File: config.mk
export PLATFORM = sky130hd
export DESIGN_NAME = debug_data_sender
export DESIGN_NICKNAME = d
export VERILOG_FILES = /design/src/rtl/debug_data_sender.sv
export SDC_FILE = /design/constraint.sdc
export NUM_CORES = 2
export LEC_CHECK = 0
export ABC_CLOCK_PERIOD_IN_PS = 4850
export BUFFER_PORTS_ARGS = -buffer_cell sky130_fd_sc_hd__buf_2
export CAP_MARGIN = 10
export CORE_AREA = 2 2 442 444
export DETAILED_ROUTE_END_ITERATION = 10
export DIE_AREA = 0 0 444 446
export PLACE_DENSITY = 0.49
export SYNTH_ARGS = -nofsm -noshare
export SYNTH_HDL_FRONTEND = slang
export SYNTH_SLANG_ARGS = --single-unit
File: constraint.sdc
create_clock -name clk -period 4.85 [get_ports clk]
set_input_delay 0.485 -clock clk [delete_from_list [all_inputs] [get_ports clk]]
set_output_delay 0.485 -clock clk [all_outputs]
set_load 0.02 [all_outputs]
File: src/rtl/debug_data_sender.sv
// Streams a debug snapshot (cycle count, PC, register file, data memory) out
// through a byte-wide UART transmitter, one 32-bit word at a time, MSB first.
module debug_data_sender #(
    parameter int UART_BITS        = 8,
    parameter int CLK_COUNTER_BITS = 32,
    parameter int PC_BITS          = 32,
    parameter int RF_REGS_LEN      = 1024,
    parameter int DATA_ADDRS_BITS  = 5,
    parameter int MEM_WORDS        = 32
) (
    input  logic                       clk,
    input  logic                       rst,
    input  logic                       i_send_start,
    input  logic [CLK_COUNTER_BITS-1:0] i_clk_count,
    input  logic [PC_BITS-1:0]         i_pc,
    input  logic [RF_REGS_LEN-1:0]     i_rf_regs,
    input  logic [31:0]                i_mem_data,
    input  logic                       i_tx_done,
    output logic [DATA_ADDRS_BITS-1:0] o_mem_addr,
    output logic                       o_tx_start,
    output logic [UART_BITS-1:0]       o_tx_data,
    output logic                       o_send_done,
    output logic                       o_busy
);

    localparam int FIXED_WORDS = 34;
    localparam int WORDS       = FIXED_WORDS + MEM_WORDS;
    localparam int IDX_W       = $clog2(WORDS);

    typedef enum logic [2:0] {
        IDLE,
        LOAD_WORD,
        MEM_WAIT,
        SEND_BYTE,
        WAIT_TX,
        DONE
    } state_t;

    state_t                      state_q, state_d;
    logic [IDX_W-1:0]            wordIdx_q, wordIdx_d;
    logic [1:0]                  byteIdx_q, byteIdx_d;
    logic [31:0]                 word_q, word_d;
    logic [DATA_ADDRS_BITS-1:0]  memAddr_q, memAddr_d;
    logic [CLK_COUNTER_BITS-1:0] clkSnap_q, clkSnap_d;
    logic [PC_BITS-1:0]          pcSnap_q, pcSnap_d;
    logic [RF_REGS_LEN-1:0]      regsSnap_q, regsSnap_d;

    logic                        isMemWord;
    logic [4:0]                  regSel;
    logic [DATA_ADDRS_BITS-1:0]  memIdx;
    logic [31:0]                 snapWord;

    // Word index 0 and 1 are the scalar snapshots, 2..33 the registers, rest memory.
    always_comb begin
        isMemWord = (wordIdx_q >= IDX_W'(FIXED_WORDS));
        regSel    = 5'(int'(wordIdx_q) - 2);
        memIdx    = DATA_ADDRS_BITS'(int'(wordIdx_q) - FIXED_WORDS);
        if (wordIdx_q == IDX_W'(0)) begin
            snapWord = 32'(clkSnap_q);
        end else if (wordIdx_q == IDX_W'(1)) begin
            snapWord = 32'(pcSnap_q);
        end else begin
            snapWord = regsSnap_q[{regSel, 5'b00000} +: 32];
        end
    end

    always_comb begin
        state_d    = state_q;
        wordIdx_d  = wordIdx_q;
        byteIdx_d  = byteIdx_q;
        word_d     = word_q;
        memAddr_d  = memAddr_q;
        clkSnap_d  = clkSnap_q;
        pcSnap_d   = pcSnap_q;
        regsSnap_d = regsSnap_q;
        case (state_q)
            IDLE: begin
                if (i_send_start) begin
                    clkSnap_d  = i_clk_count;
                    pcSnap_d   = i_pc;
                    regsSnap_d = i_rf_regs;
                    wordIdx_d  = '0;
                    byteIdx_d  = '0;
                    state_d    = LOAD_WORD;
                end
            end
            LOAD_WORD: begin
                if (isMemWord) begin
                    memAddr_d = memIdx;
                    state_d   = MEM_WAIT;
                end else begin
                    word_d  = snapWord;
                    state_d = SEND_BYTE;
                end
            end
            MEM_WAIT: begin
                word_d  = i_mem_data;
                state_d = SEND_BYTE;
            end
            SEND_BYTE: begin
                state_d = WAIT_TX;
            end
            WAIT_TX: begin
                if (i_tx_done) begin
                    if (byteIdx_q != 2'd3) begin
                        byteIdx_d = byteIdx_q + 2'd1;
                        state_d   = SEND_BYTE;
                    end else begin
                        byteIdx_d = '0;
                        if (wordIdx_q == IDX_W'(WORDS - 1)) begin
                            state_d = DONE;
                        end else begin
                            wordIdx_d = wordIdx_q + IDX_W'(1);
                            state_d   = LOAD_WORD;
                        end
                    end
                end
            end
            DONE: begin
                state_d = IDLE;
            end
            default: begin
                state_d = IDLE;
            end
        endcase
    end

    always_ff @(posedge clk or negedge rst) begin
        if (!rst) begin
            state_q    <= IDLE;
            wordIdx_q  <= '0;
            byteIdx_q  <= '0;
            word_q     <= '0;
            memAddr_q  <= '0;
            clkSnap_q  <= '0;
            pcSnap_q   <= '0;
            regsSnap_q <= '0;
        end else begin
            state_q    <= state_d;
            wordIdx_q  <= wordIdx_d;
            byteIdx_q  <= byteIdx_d;
            word_q     <= word_d;
            memAddr_q  <= memAddr_d;
            clkSnap_q  <= clkSnap_d;
            pcSnap_q   <= pcSnap_d;
            regsSnap_q <= regsSnap_d;
        end
    end

    // The address is presented combinationally in LOAD_WORD so a synchronous RAM has data by MEM_WAIT.
    always_comb begin
        o_tx_start  = (state_q == SEND_BYTE);
        o_send_done = (state_q == DONE);
        o_busy      = (state_q != IDLE);
        o_mem_addr  = (state_q == LOAD_WORD && isMemWord) ? memIdx : memAddr_q;
        case (byteIdx_q)
            2'd0:    o_tx_data = UART_BITS'(word_q[31:24]);
            2'd1:    o_tx_data = UART_BITS'(word_q[23:16]);
            2'd2:    o_tx_data = UART_BITS'(word_q[15:8]);
            default: o_tx_data = UART_BITS'(word_q[7:0]);
        endcase
    end

endmodule

### Word-level counts from Yosys, hierarchy flattened

Cells that the tools add are included.

* register bits after elaboration: 1137
* output and inout port bits: 16

* add/sub/neg operators: 4
* magnitude comparators: 1
* equality and inequality tests: 15
* shift-type cells: 1
* multiplexer cells: 21
* reductions and logical operators: 13

Operator list (count)
* 1024-bit by 11-bit variable part select with 32-bit output: 1
* 32-bit two-way mux: 3
* 32-bit case mux with 2 select lines: 1
* 7-bit two-way mux: 4
* 8-bit case mux with 3 select lines: 1
* 3-bit case mux with 5 select lines: 1
* 7-bit case mux with 2 select lines: 1
* 3-bit two-way mux: 4
* 2-bit != test (second input constant): 6
* 5-bit by 2-bit subtractor with 5-bit output (second input constant): 2
* 2-bit AND reduction: 4
* 7-bit by 1-bit adder with 7-bit output (second input constant): 1
* 7-bit by 1-bit equality test with 1-bit output (second input constant): 1
* 7-bit equality test (second input constant): 1
* 7-bit by 6-bit >= comparator with 1-bit output (second input constant): 1
* 7-bit zero test: 1
* 3-bit by 2-bit equality test with 1-bit output (second input constant): 2
* 3-bit equality test (second input constant): 2
* 2-bit two-way mux: 3
* 5-bit two-way mux: 1
* 5-bit AND reduction: 1
* 2-bit case mux with 2 select lines: 1
* 2-bit nonzero test: 2
* 3-bit by 1-bit equality test with 1-bit output (second input constant): 1
* 9 further kinds: 9

### Depth between registers and ports, before layout

* depth after elaboration: 6
* depth in mapped cells: 14
* mapped depth without buffers: 7

### Worst setup path before layout

OpenSTA, ideal clock, no wires.

* path kind: register to output
* from: register wordIdx_q[1]
* to: output port o_mem_addr[3]
* arrival time: 2718 ps
* data required time: 4365 ps
* slack: 1647 ps
* cell stages (with the launch flop): 11
* cell sequence: dfrtp_1 buf_4 buf_6 buf_4 inv_1 clkbuf_1 ha_1 nand2b_1 o31a_1 o21ai_1 o21ai_0

* longest elaborated chain between the ends: 3
* elaborated cells on any way between the ends: 4

RTL lines
* start, declared: RTL line 40 `logic [IDX_W-1:0] wordIdx_q, wordIdx_d;`
* start signal, assigned: RTL line 140 `wordIdx_q <= wordIdx_d;`
* 7-bit by 6-bit >= comparator with 1-bit output: RTL line 55 `isMemWord = (wordIdx_q >= IDX_W'(FIXED_WORDS));`
* 1-bit logical AND: RTL line 155 `o_mem_addr = (state_q == LOAD_WORD && isMemWord) ? memIdx : memAddr_q;`
* 5-bit two-way mux *: RTL line 155
* end, declared: RTL line 19 `output logic [DATA_ADDRS_BITS-1:0] o_mem_addr,`

Every way passes the cells marked *; elsewhere a longest branch is shown, timed or not.

### Worst setup path after layout

* from: register wordIdx_q[0]
* to: output port o_mem_addr[4]

The elaborated chain is that of the path after synthesis.

==> summary.txt <==
Die
  – Die area: 198000 µm²
  – Row cnt: 162
  – DIE WIDTH: 444 µm
  – Ports: 1140
  – Initial Util: 27.19%
  – Die Ht: 446 µm
  – Placeable core area: 193600 µm²

Global route
  – Largest net degree at the start of global routing: 154
  – Aggregate global-route resource usage: 23.13%
  – Vias in the first global route: 43640
  – Remaining Overflow, GRT: 0
  – First-pass GRT wire length: 326.2 mm
  – Initial antenna violation count: 109

Route
  – Drt total wl: 234.6 mm
  – ANT nets after route: 0
  – DR vias: 40990
  – DRC: 0
  – Vias per cell: 4.810
  – WL/cell: 27.53 µm
  – DRT Pass-1 Iters: 6
  – Drt first-iter violations: 2827

Setup path
  – CP max stage cell: dfrtp_4
  – WP data required: 4.37 ns
  – Worst reg2reg startpoint: wordIdx_q[2]
  – Cell breakdown of the critical path: inv_2 > ha_1 > nor2b_2 > o31a_1 > o21ai_1 > buf_4 > nand2_1 > o21ai_0 > buf_2
  – R2r endpoint: word_q[16]
  – CP endpoint kind: output pin
  – Reg2reg path depth: 9
  – Worst setup SP type: flip-flop
  – Worst path max stage delay: 0.68 ns
  – CP Max Fanout: 15
  – Kind of critical path: reg -> out
  – Worst path arrival time: 3.37 ns
  – Flop2flop setup slack: 1.09 ns

STA
  – Final setup viols: 0
  – Fin crit period: 3.852 ns
  – Final hold slack: 0.09430 ns
  – RSZ-0062 raised after global routing: no
  – Final period util: 79.41%
  – Final hold violation count: 0
  – Max Fclk: 259.6 MHz
  – Clk_skew: 0.06616 ns
  – Worst rel slew slack: 24.31%
  – Worst-Margin Slew: 1.130 ns
  – Total Neg Setup Slack: 0 ns
  – Fin. max-slew vios: 0

Clocking
  – Clock tree root driver cell: clkbuf_16
  – Post_cts resized: 0
  – Setup Fix Bufs, Post-CTS: 0
  – CTS Hold Bufs: 1101
  – Reg clk slew, reported paths: 0.06 ns
  – Clk_lat worst skew: 0.81 ns
  – Num CTS Buffers: 141
  – # H-tree levels: 4
  – Max clock buf depth: 3
  – Clock sink count: 1137
  – CTS tree: built

Job
  – Max-cap violations: 0

Logic synthesis
  – Post-Syn Instances: 3569
  – Syn Std Cell Area: 52640 µm²
  – Synth Net Count: 4703
  – Post-synth EDFFs: 0
  – Synth warn: 0
  – Top area cells in the synthesized netlist: dfrtp_1 (54%), mux2_2 (22%), mux4_2 (5.9%)
  – Synth unique cells: 71
  – Async SR Flop Fraction: 100.0%
  – Yosys reg bits: 1137
  – Syn avg cell area: 14.75 µm²
  – Ys flop type: dfrtp_1
  – Sequential-to-total area share from yosys stat: 54.05%
  – Post-synth top area share: 54.05%
  – Synth area leader: dfrtp_1

Final layout
  – Area Growth Syn to Fin: 46.17%
  – Final nets: 6926
  – Share of post-route cells with drive strength above 1: 45.30%

Status
  – Status: finished clean

Hold path
  – Worst min path class: in -> reg
  – Hold Startpoint: i_mem_data[13]
  – Hold depth: 3
  – Hold Path End: word_q[13]

Pwr
  – Pwr dens: 552.0 nW/µm²
  – Leakage power: 32.46 nW
  – IR drop worst, VDD: 274.6 µV

Placement
  – HPWL after detailed placement: 177.1 mm
  – PortBufs: 1139
  – RD Place Congestion: 0.9096
-- power by group --
| group | total (mW) | internal [mW] | leakage, nW | switching [mW] |
|---|---|---|---|---|
| Sequential | 17.4 | 14.4 | 13.5 | 3.03 |
| Clock | 10.7 | 6.19 | 2.28 | 4.51 |
| Combinational | 14.4 | 7.80 | 16.7 | 6.57 |
| Total | 42.5 | 28.4 | 32.5 | 14.1 |
-- state kept, by name, indices dropped and copies added, names as in the netlist --
register / flops
word_q: 32
regsSnap_q: 1024
pcSnap_q: 32
clkSnap_q: 32
memAddr_q: 5
state_q: 3
byteIdx_q: 2
wordIdx_q: 7
-- layout by cell type, fill, tap and decap left out, types with 5 or more instances in the layout --
master,instances
diode_2,79
o211ai_1,5
a32oi_1,14
clkbuf_1,37
a221o_1,22
a22oi_1,134
mux4_2,138
o21ai_0,14
o41ai_2,9
nor2b_1,5
mux2_1,69
nand2_1,155
o31ai_1,18
and2_1,13
clkinv_2,15
a21oi_1,45
dlygate4sd3_1,1101
o221ai_1,7
and3_1,13
clkbuf_8,30
mux2i_1,274
o41ai_1,5
o22ai_1,21
buf_2,1138
buf_4,79
a211oi_1,12
ha_1,9
inv_6,5
buf_12,28
dfrtp_1,1135
inv_1,13
a221oi_1,14
bufinv_16,5
nor2_1,28
a222oi_1,8
clkbuf_16,142
nor3_1,15
nand3_1,9
mux2_2,1023
-- metrics by stage --
| stage | cell area [µm²] | worst slack (ns) | std cells | power [mW] | util (%) |
|---|---|---|---|---|---|
| 2_1_floorplan | 52640 | 1.647 | 3569 | 25.54 | - |
| 3_3_place_gp | 61060 | 1.028 | 7090 | 30.86 | 31.54 |
| 3_5_place_dp | 61060 | 1.027 | 7090 | 31.14 | 31.54 |
| 4_1_cts | 76740 | 0.8276 | 8443 | 42.84 | 39.65 |
| 5_1_grt | 76910 | 0.7555 | 8509 | 44.63 | 39.73 |
| 6_report | 76940 | 0.9985 | 8522 | 42.47 | 39.75 |
-- worst max-delay path, delay by kind of cell (launching register included) --
kind	cells	cell delay, ns
AOI/OAI and AO/OA	3	0.77
buffers and inverters	3	0.67
adders and majority gates	1	0.21
DFF	1	0.68
and+or+nand+nor	2	0.24
-- layout make-up --
class / count / area (µm²)
Tap cell: 2542 / 3181
Antenna cell: 79 / 197.7
Timing Repair Buffer: 2347 / 17880
Clock inverter: 43 / 558.0
Sequential cell: 1137 / 28460
Inverter: 15 / 56.30
Multi-Input combinational cell: 2150 / 22500
Fill cell: 18470 / 116600
Clock buffer: 209 / 4105
-- synthesized netlist by cell type, types with 18 or more instances --
| cell type | count |
|---|---|
| mux2_2 | 1023 |
| dfrtp_1 | 1137 |
| mux2i_1 | 274 |
| nor2_1 | 30 |
| a21oi_1 | 45 |
| mux4_2 | 138 |
| mux2_1 | 69 |
| o22ai_1 | 21 |
| nand2_1 | 155 |
| buf_2 | 93 |
| o31ai_1 | 18 |
| buf_4 | 107 |
| a22oi_1 | 134 |
| a221o_1 | 22 |
| clkbuf_1 | 42 |
-- per-layer routing --
| layer | share of wire (%) | vias up | wire length [µm] | GRT usage (%) |
|---|---|---|---|---|
| li1 | - | 17910 | - | - |
| met1 | 41 | 21150 | 96540 | 28.77 |
| met2 | 49 | 1457 | 115200 | 38.90 |
| met3 | 5.3 | 455 | 12400 | 4.746 |
| met4 | 4.4 | 20 | 10340 | 9.827 |
| met5 | 0.057 | - | 133 | 0 |
-- logic make-up after synthesis --
group | synth area share, %
AO/OA/AOI/OAI | 5.239
XOR/XNOR | 0.1165
adder cells (fa/ha/maj) | 0.2377
buffers and inverters | 3.306
flip-flops | 54.05
multiplexers | 34.57
AND/OR/NAND/NOR | 2.477
-- worst max-delay path by stage --
stage | from | endpoint
after floorplan | wordIdx_q[1] | o_mem_addr[3]
after global placement | wordIdx_q[2] | word_q[16]
after detailed placement | wordIdx_q[2] | word_q[16]
after CTS | wordIdx_q[1] | o_mem_addr[4]
after global routing | wordIdx_q[0] | o_mem_addr[3]
final | wordIdx_q[0] | o_mem_addr[4]
(Power assumes the default switching activity.)
